==> config.mk <==
export PLATFORM = sky130hd
export DESIGN_NAME = block_plot_scheduler_flat
export DESIGN_NICKNAME = d
export VERILOG_FILES = /design/src/rtl/block_plot_scheduler_pkg.sv /design/src/rtl/block_plot_scheduler_if.sv /design/src/rtl/block_plot_scheduler_plot_rr_arbiter.sv /design/src/rtl/block_plot_scheduler.sv /design/src/flat_wrapper.sv
export SDC_FILE = /design/constraint.sdc
export NUM_CORES = 1
export LEC_CHECK = 0
export BUFFER_PORTS_ARGS = -buffer_cell sky130_fd_sc_hd__clkbuf_2
export CORE_ASPECT_RATIO = 0.75
export CORE_MARGIN = 8
export CORE_UTILIZATION = 45
export CTS_CLUSTER_DIAMETER = 60
export DETAILED_ROUTE_END_ITERATION = 10
export PLACE_DENSITY = 0.84
export SYNTH_ARGS = -nofsm -noshare
export SYNTH_HDL_FRONTEND = slang
export SYNTH_SLANG_ARGS = --single-unit
==> constraint.sdc <==
create_clock -name i_clock -period 2.8 [get_ports i_clock]
set_clock_uncertainty 0.05 [all_clocks]
set_input_delay 0.42 -clock i_clock [delete_from_list [all_inputs] [get_ports i_clock]]
set_output_delay 0.42 -clock i_clock [all_outputs]
set_load 0.01 [all_outputs]
==> src/rtl/block_plot_scheduler_pkg.sv <==
// block_plot_scheduler_pkg: shared geometry, colour constants and FSM encoding for the block plot scheduler
package block_plot_scheduler_pkg;
    localparam int N_REQ = 3;
    localparam int BLOCK = 8;
    localparam int XW    = 9;
    localparam int YW    = 8;
    localparam int CW    = 3;
    localparam int H_RES = 320;
    localparam int V_RES = 240;
    localparam logic [CW-1:0] BLACK  = 3'b000;
    localparam logic [CW-1:0] RED    = 3'b100;
    localparam logic [CW-1:0] YELLOW = 3'b110;
    localparam logic [CW-1:0] WHITE  = 3'b111;
    typedef enum logic [1:0] {S_IDLE = 2'd0, S_DRAW = 2'd1, S_DONE = 2'd2} state_t;
endpackage

==> src/rtl/block_plot_scheduler_if.sv <==
// block_plot_scheduler_if: requester bundle in, shared VGA pixel-write port out
interface block_plot_scheduler_if;
    import block_plot_scheduler_pkg::*;
    logic [N_REQ-1:0]    req;
    logic [N_REQ*XW-1:0] req_x;
    logic [N_REQ*YW-1:0] req_y;
    logic [N_REQ*CW-1:0] req_colour;
    logic [N_REQ-1:0]    ack;
    logic                busy;
    logic [XW-1:0]       vga_x;
    logic [YW-1:0]       vga_y;
    logic [CW-1:0]       vga_colour;
    logic                vga_plot;
    modport master (output req, req_x, req_y, req_colour,
                    input  ack, busy, vga_x, vga_y, vga_colour, vga_plot);
    modport slave  (input  req, req_x, req_y, req_colour,
                    output ack, busy, vga_x, vga_y, vga_colour, vga_plot);
endinterface

==> src/rtl/block_plot_scheduler_plot_rr_arbiter.sv <==
// plot_rr_arbiter: combinational round-robin pick starting just after the last granted requester
module plot_rr_arbiter #(
    parameter int N  = 3,
    parameter int IW = $clog2(N)
) (
    input  logic [N-1:0]  i_req,
    input  logic [IW-1:0] i_last,
    output logic [N-1:0]  o_grant,
    output logic [IW-1:0] o_idx,
    output logic          o_valid
);
    logic [IW-1:0] w_c;
    // scan last+1, last+2, ... mod N and keep the first requester found
    always_comb begin
        o_grant = '0;
        o_idx   = '0;
        o_valid = 1'b0;
        w_c     = '0;
        for (int k = 1; k <= N; k++) begin
            w_c = IW'((int'(i_last) + k) % N);
            if (!o_valid && i_req[w_c]) begin
                o_valid    = 1'b1;
                o_idx      = w_c;
                o_grant    = N'(1) << w_c;
            end
        end
    end
endmodule

==> src/rtl/block_plot_scheduler.sv <==
// block_plot_scheduler: round-robin sharing of the VGA pixel port, drawing each grant as a BLOCK x BLOCK square
module block_plot_scheduler
    import block_plot_scheduler_pkg::*;
(
    input  logic                    i_clock,
    input  logic                    i_reset,
    block_plot_scheduler_if.slave   io_bus
);
    localparam int IW = $clog2(N_REQ);
    localparam int BW = $clog2(BLOCK);

    state_t            r_state, w_next;
    logic [IW-1:0]     r_last, w_idx;
    logic [N_REQ-1:0]  r_gnt, w_grant;
    logic              w_valid;
    logic [XW-1:0]     r_ox, w_x;
    logic [YW-1:0]     r_oy, w_y;
    logic [CW-1:0]     r_oc;
    logic [BW-1:0]     r_dx, r_dy;
    logic              w_last_px;

    plot_rr_arbiter #(.N(N_REQ)) u_arb (
        .i_req   (io_bus.req),
        .i_last  (r_last),
        .o_grant (w_grant),
        .o_idx   (w_idx),
        .o_valid (w_valid)
    );

    assign w_last_px = (r_dx == BW'(BLOCK - 1)) && (r_dy == BW'(BLOCK - 1));
    assign w_x       = r_ox + XW'(r_dx);
    assign w_y       = r_oy + YW'(r_dy);

    // state register
    always_ff @(posedge i_clock) begin
        if (i_reset) r_state <= S_IDLE;
        else         r_state <= w_next;
    end

    // next state and outputs, all derived from registers so req never reaches the VGA port combinationally
    always_comb begin
        w_next            = r_state;
        io_bus.ack        = '0;
        io_bus.busy       = (r_state != S_IDLE);
        io_bus.vga_x      = w_x;
        io_bus.vga_y      = w_y;
        io_bus.vga_colour = r_oc;
        io_bus.vga_plot   = (r_state == S_DRAW) && (w_x < XW'(H_RES)) && (w_y < YW'(V_RES));
        w_next = (r_state == S_IDLE) ? (w_valid ? S_DRAW : S_IDLE) :
                 (r_state == S_DRAW) ? (w_last_px ? S_DONE : S_DRAW) : S_IDLE;
        io_bus.ack = (r_state == S_DONE) ? r_gnt : '0;
    end

    // grant latch and raster counter; dx/dy freeze on the last pixel so the port holds it afterwards
    always_ff @(posedge i_clock) begin
        if (i_reset) begin
            r_last <= IW'(N_REQ - 1);
            r_gnt  <= '0;
            r_ox   <= '0;
            r_oy   <= '0;
            r_oc   <= '0;
            r_dx   <= '0;
            r_dy   <= '0;
        end else if (r_state == S_IDLE && w_valid) begin
            r_last <= w_idx;
            r_gnt  <= w_grant;
            r_ox   <= io_bus.req_x[w_idx*XW +: XW];
            r_oy   <= io_bus.req_y[w_idx*YW +: YW];
            r_oc   <= io_bus.req_colour[w_idx*CW +: CW];
            r_dx   <= '0;
            r_dy   <= '0;
        end else if (r_state == S_DRAW && !w_last_px) begin
            r_dx   <= r_dx + BW'(1);
            r_dy   <= r_dy + BW'(r_dx == BW'(BLOCK - 1));
        end
    end
endmodule

==> src/flat_wrapper.sv <==
// flat-port wrapper written by rule: the top's interface ports become plain ports
module block_plot_scheduler_flat import block_plot_scheduler_pkg::*;
  (i_clock, i_reset, io_bus_req, io_bus_req_x, io_bus_req_y, io_bus_req_colour, io_bus_ack, io_bus_busy, io_bus_vga_x, io_bus_vga_y, io_bus_vga_colour, io_bus_vga_plot);
  block_plot_scheduler_if io_bus_i ();
  input  logic i_clock;
  input  logic i_reset;
  input wire logic [$bits(io_bus_i.req)-1:0] io_bus_req;
  input wire logic [$bits(io_bus_i.req_x)-1:0] io_bus_req_x;
  input wire logic [$bits(io_bus_i.req_y)-1:0] io_bus_req_y;
  input wire logic [$bits(io_bus_i.req_colour)-1:0] io_bus_req_colour;
  output wire logic [$bits(io_bus_i.ack)-1:0] io_bus_ack;
  output wire logic [$bits(io_bus_i.busy)-1:0] io_bus_busy;
  output wire logic [$bits(io_bus_i.vga_x)-1:0] io_bus_vga_x;
  output wire logic [$bits(io_bus_i.vga_y)-1:0] io_bus_vga_y;
  output wire logic [$bits(io_bus_i.vga_colour)-1:0] io_bus_vga_colour;
  output wire logic [$bits(io_bus_i.vga_plot)-1:0] io_bus_vga_plot;
  assign io_bus_i.req = io_bus_req;
  assign io_bus_i.req_x = io_bus_req_x;
  assign io_bus_i.req_y = io_bus_req_y;
  assign io_bus_i.req_colour = io_bus_req_colour;
  assign io_bus_ack = io_bus_i.ack;
  assign io_bus_busy = io_bus_i.busy;
  assign io_bus_vga_x = io_bus_i.vga_x;
  assign io_bus_vga_y = io_bus_i.vga_y;
  assign io_bus_vga_colour = io_bus_i.vga_colour;
  assign io_bus_vga_plot = io_bus_i.vga_plot;
  block_plot_scheduler u_core (.i_clock(i_clock), .i_reset(i_reset), .io_bus(io_bus_i));
endmodule
==> results.md <==
- Critical hold path startpoint: io_bus_req_y[23]
- Setup TNS: 0 ps
- Core Box Area: 5380 µm²
- Fmax: 0.377 GHz
- Remaining Overflow, GRT: 0
- Starting density of the core: 0.472
- # diodes: 0
- Sequential area share after synthesis: 0.260
- Vias in the first global route: 2519
- Critical Path AT: 2180 ps
- Post-DP HPWL: 5540 µm
- Io pins: 90
- DR iter-0 viols: 126
- Reg2reg setup slack: 330 ps
- Worst reg2reg startpoint: u_core.r_last[0]$_SDFFE_PP0P_
- GPL Wtd Cong: 0.874
- Antenna violations before repair: 0
- Gr usage total: 0.170
- Worst slew pin tran: 445 ps
- Final Util: 0.595
- Crit-path max FO: 3
- Yosys top cell by area: dfxtp_1
- Post-Syn Area: 2540 µm²
- Syn_area_per_cell: 8.81 µm²
- Non-filler instance count after layout: 445
- Wirelength, routed: 7300 µm
- Vias: 2481
- Die boundary width: 103 µm
- Ys flop type: dfxtp_1
- Filler cell count: 481
- CTS tree: built
- Relative slew slack: 0.702
- CTS Buf Count: 5
- Clock Latency Late Sink: 280 ps
- Post-synth top area share: 0.260
- Syn Nets: 369
- Num rows: 23
- Post-Synth XOR/XNOR Area: 0.0483
- Hold depth: 3
- Avg WL per Cell: 16.4 µm
- I/O Buffers: 89
- TritonRoute pass-1 iters: 4
- Height of the die: 81.0 µm
- Largest family of logic cells by synthesized area: compound AO/OA/AOI/OAI gates
- Mux cell area share after synthesis: 0.107
- Fin crit period: 2650 ps
- RSZ-0062 raised after global routing: false
- Post-synthesis cell count: 288
- Die area: 8330 µm²
- Final hold violation count: 0
- Clock buffer depth: 2
- Post-CTS Hold Buffers: 0
- Compound-cell area share of the yosys netlist: 0.225
- First-pass GRT wire length: 11500 µm
- VDD IR-drop max: 0.317 mV
- Final nets: 450
- Post-route ant nets: 0
- Setup Crit Path Kind: flip-flop to output pin
- Worst Path Required: 2330 ps
- Final Max Slew Viols: 0
- Ratio of final minimum period to clock period: 0.947
- Tot Pwr: 1.87 mW
- Leakage: 1.53 nW
- Reg2Reg Depth: 8
- Synthesized-area fraction occupied by adder cells: 0.0848
- Vias per cell: 5.58
- Worst hold endpoint: u_core.r_oy[7]$_SDFFE_PP0P_
- Largest net degree at the start of global routing: 44
- Clock slew at reported path FFs: 70 ps
- Synth top area cells: dfxtp_1, mux2i_1, o221ai_2
- Layout area overhead: 26.0%
- Most common cell in the netlist: dfxtp_1
- # Max-Cap Violations: 0
- Yosys reg bits: 33
- Asr flop ratio synth: 0
- Clk Tree Root Cell: clkbuf_8
- Top post-synthesis cells by count: dfxtp_1, mux2i_1, nand2_1, nand4_1, clkbuf_1
- Synth cell types: 50
- Setup crit start kind: flip-flop
- Yosys Warn Count: 0
- Number of H-tree levels: 2
- FF-to-FF End: u_core.r_ox[8]$_SDFFE_PP0P_
- Simple-gate portion of the synthesized area: 0.210
- Setup violators final: 0
- # DRC: 0
- CP endpoint kind: output pin
- CTS Sinks: 33
- Status: finished clean
- Share of layout cells above drive strength 1: 0.376
- Worst Hold Class: input pin to flip-flop
- Placed cells: 436
- Pwr dens: 585 nW/µm²
- Post-synth EDFFs: 0
==> power breakdown <==
part	internal [mW]	switching (mW)
combinational	0.384	0.501
clock	0.172	0.169
sequential	0.559	0.0854
total	1.12	0.756
==> cell type report <==
class | instances | area [µm²] | share of cell area
Timing Repair Buffer | 100 | 541 | 0.169
Inverter | 11 | 41.3 | 0.0129
Multi-Input combinational cell | 218 | 1780 | 0.556
Clock buffer | 6 | 72.6 | 0.0227
Sequential cell | 33 | 662 | 0.207
Tap cell | 75 | 93.8 | 0.0293
Clock inverter | 2 | 10.0 | 0.00313
==> metal layers <==
layer	vias to the layer above	track usage	routed length [µm]
met5	-	0	0
met4	0	0.0273	38
met3	4	0.0538	638
met2	92	0.286	3380
met1	1143	0.212	3240
li1	1242	-	-
==> worst max-delay path: stages, from the launching register on <==
cell      delay [ps]
dfxtp_1          340
ha_2             180
inv_1             50
fa_2             350
nand2b_4         160
a21oi_4          160
o311a_1          200
o221ai_2         120
a31oi_1          180
buf_2            160
==> metrics by stage <==
step,worst slack [ps],hold slack (ps),instance area [µm²]
finish,147,337,3200
global route,8.02,342,3200
CTS,30.2,332,3170
detailed placement,173,398,3070
global placement,282,395,3070
floorplan,364,382,2540
==> state kept, by name (all words and copies together) (netlist names) <==
name / cells
u_core.io_bus.vga_colour: 3
u_core.r_dx: 3
u_core.r_dy: 3
u_core.r_gnt: 3
u_core.r_last: 2
u_core.r_ox: 9
u_core.r_oy: 8
u_core.r_state: 2
==> cell families (layout without fill, tap and decap cells) <==
kind of cell	count (synthesis)	count (layout)
muxes	27	27
and+or+nand+nor	102	102
DFF	33	33
buffers and inverters	37	119
adders and majority gates	16	16
AOI/OAI and AO/OA	59	59
xor gates and xnor gates	14	14
==> cell usage in the layout, fill, tap and decap left out, types with 3 or more instances in the layout <==
cell type / synthesis / final
clkbuf_2: 0 / 88
dfxtp_1: 33 / 32
mux2i_1: 26 / 26
nand2_1: 25 / 25
nand4_1: 23 / 23
nand3_1: 14 / 14
o221ai_2: 12 / 13
ha_1: 14 / 13
inv_1: 10 / 10
nor2_1: 11 / 10
buf_4: 1 / 10
xnor2_1: 8 / 8
nor3_1: 8 / 8
o211ai_2: 8 / 8
xor2_1: 6 / 6
a21oi_1: 6 / 5
nor2b_1: 5 / 5
clkbuf_8: 0 / 5
a211oi_1: 5 / 4
a21o_1: 4 / 4
and2_1: 4 / 4
nand2b_1: 4 / 3
==> repair_timing <==
action / 4_1_cts / 5_1_grt
setup buffers: 0 / 1
setup endpoints to repair: 1 / 1
gates resized for setup: 3 / 6
pin swaps: 1 / 1
==> how the worst max path moves through the flow <==
| stage | startpoint | cells past startpoint | endpoint |
|---|---|---|---|
| after detailed placement | u_core.r_dx[0]$_SDFFE_PP0P_ | 9 | io_bus_vga_plot |
| final | u_core.r_ox[0]$_SDFFE_PP0P_ | 9 | io_bus_vga_plot |
| after global placement | u_core.r_dx[0]$_SDFFE_PP0P_ | 9 | io_bus_vga_plot |
| after floorplan | u_core.r_dx[0]$_SDFFE_PP0P_ | 8 | io_bus_vga_plot |
| after global routing | u_core.r_ox[0]$_SDFFE_PP0P_ | 9 | io_bus_vga_plot |
| after CTS | u_core.r_dx[0]$_SDFFE_PP0P_ | 9 | io_bus_vga_plot |
Note: power is estimated with default switching activity, not from simulation.
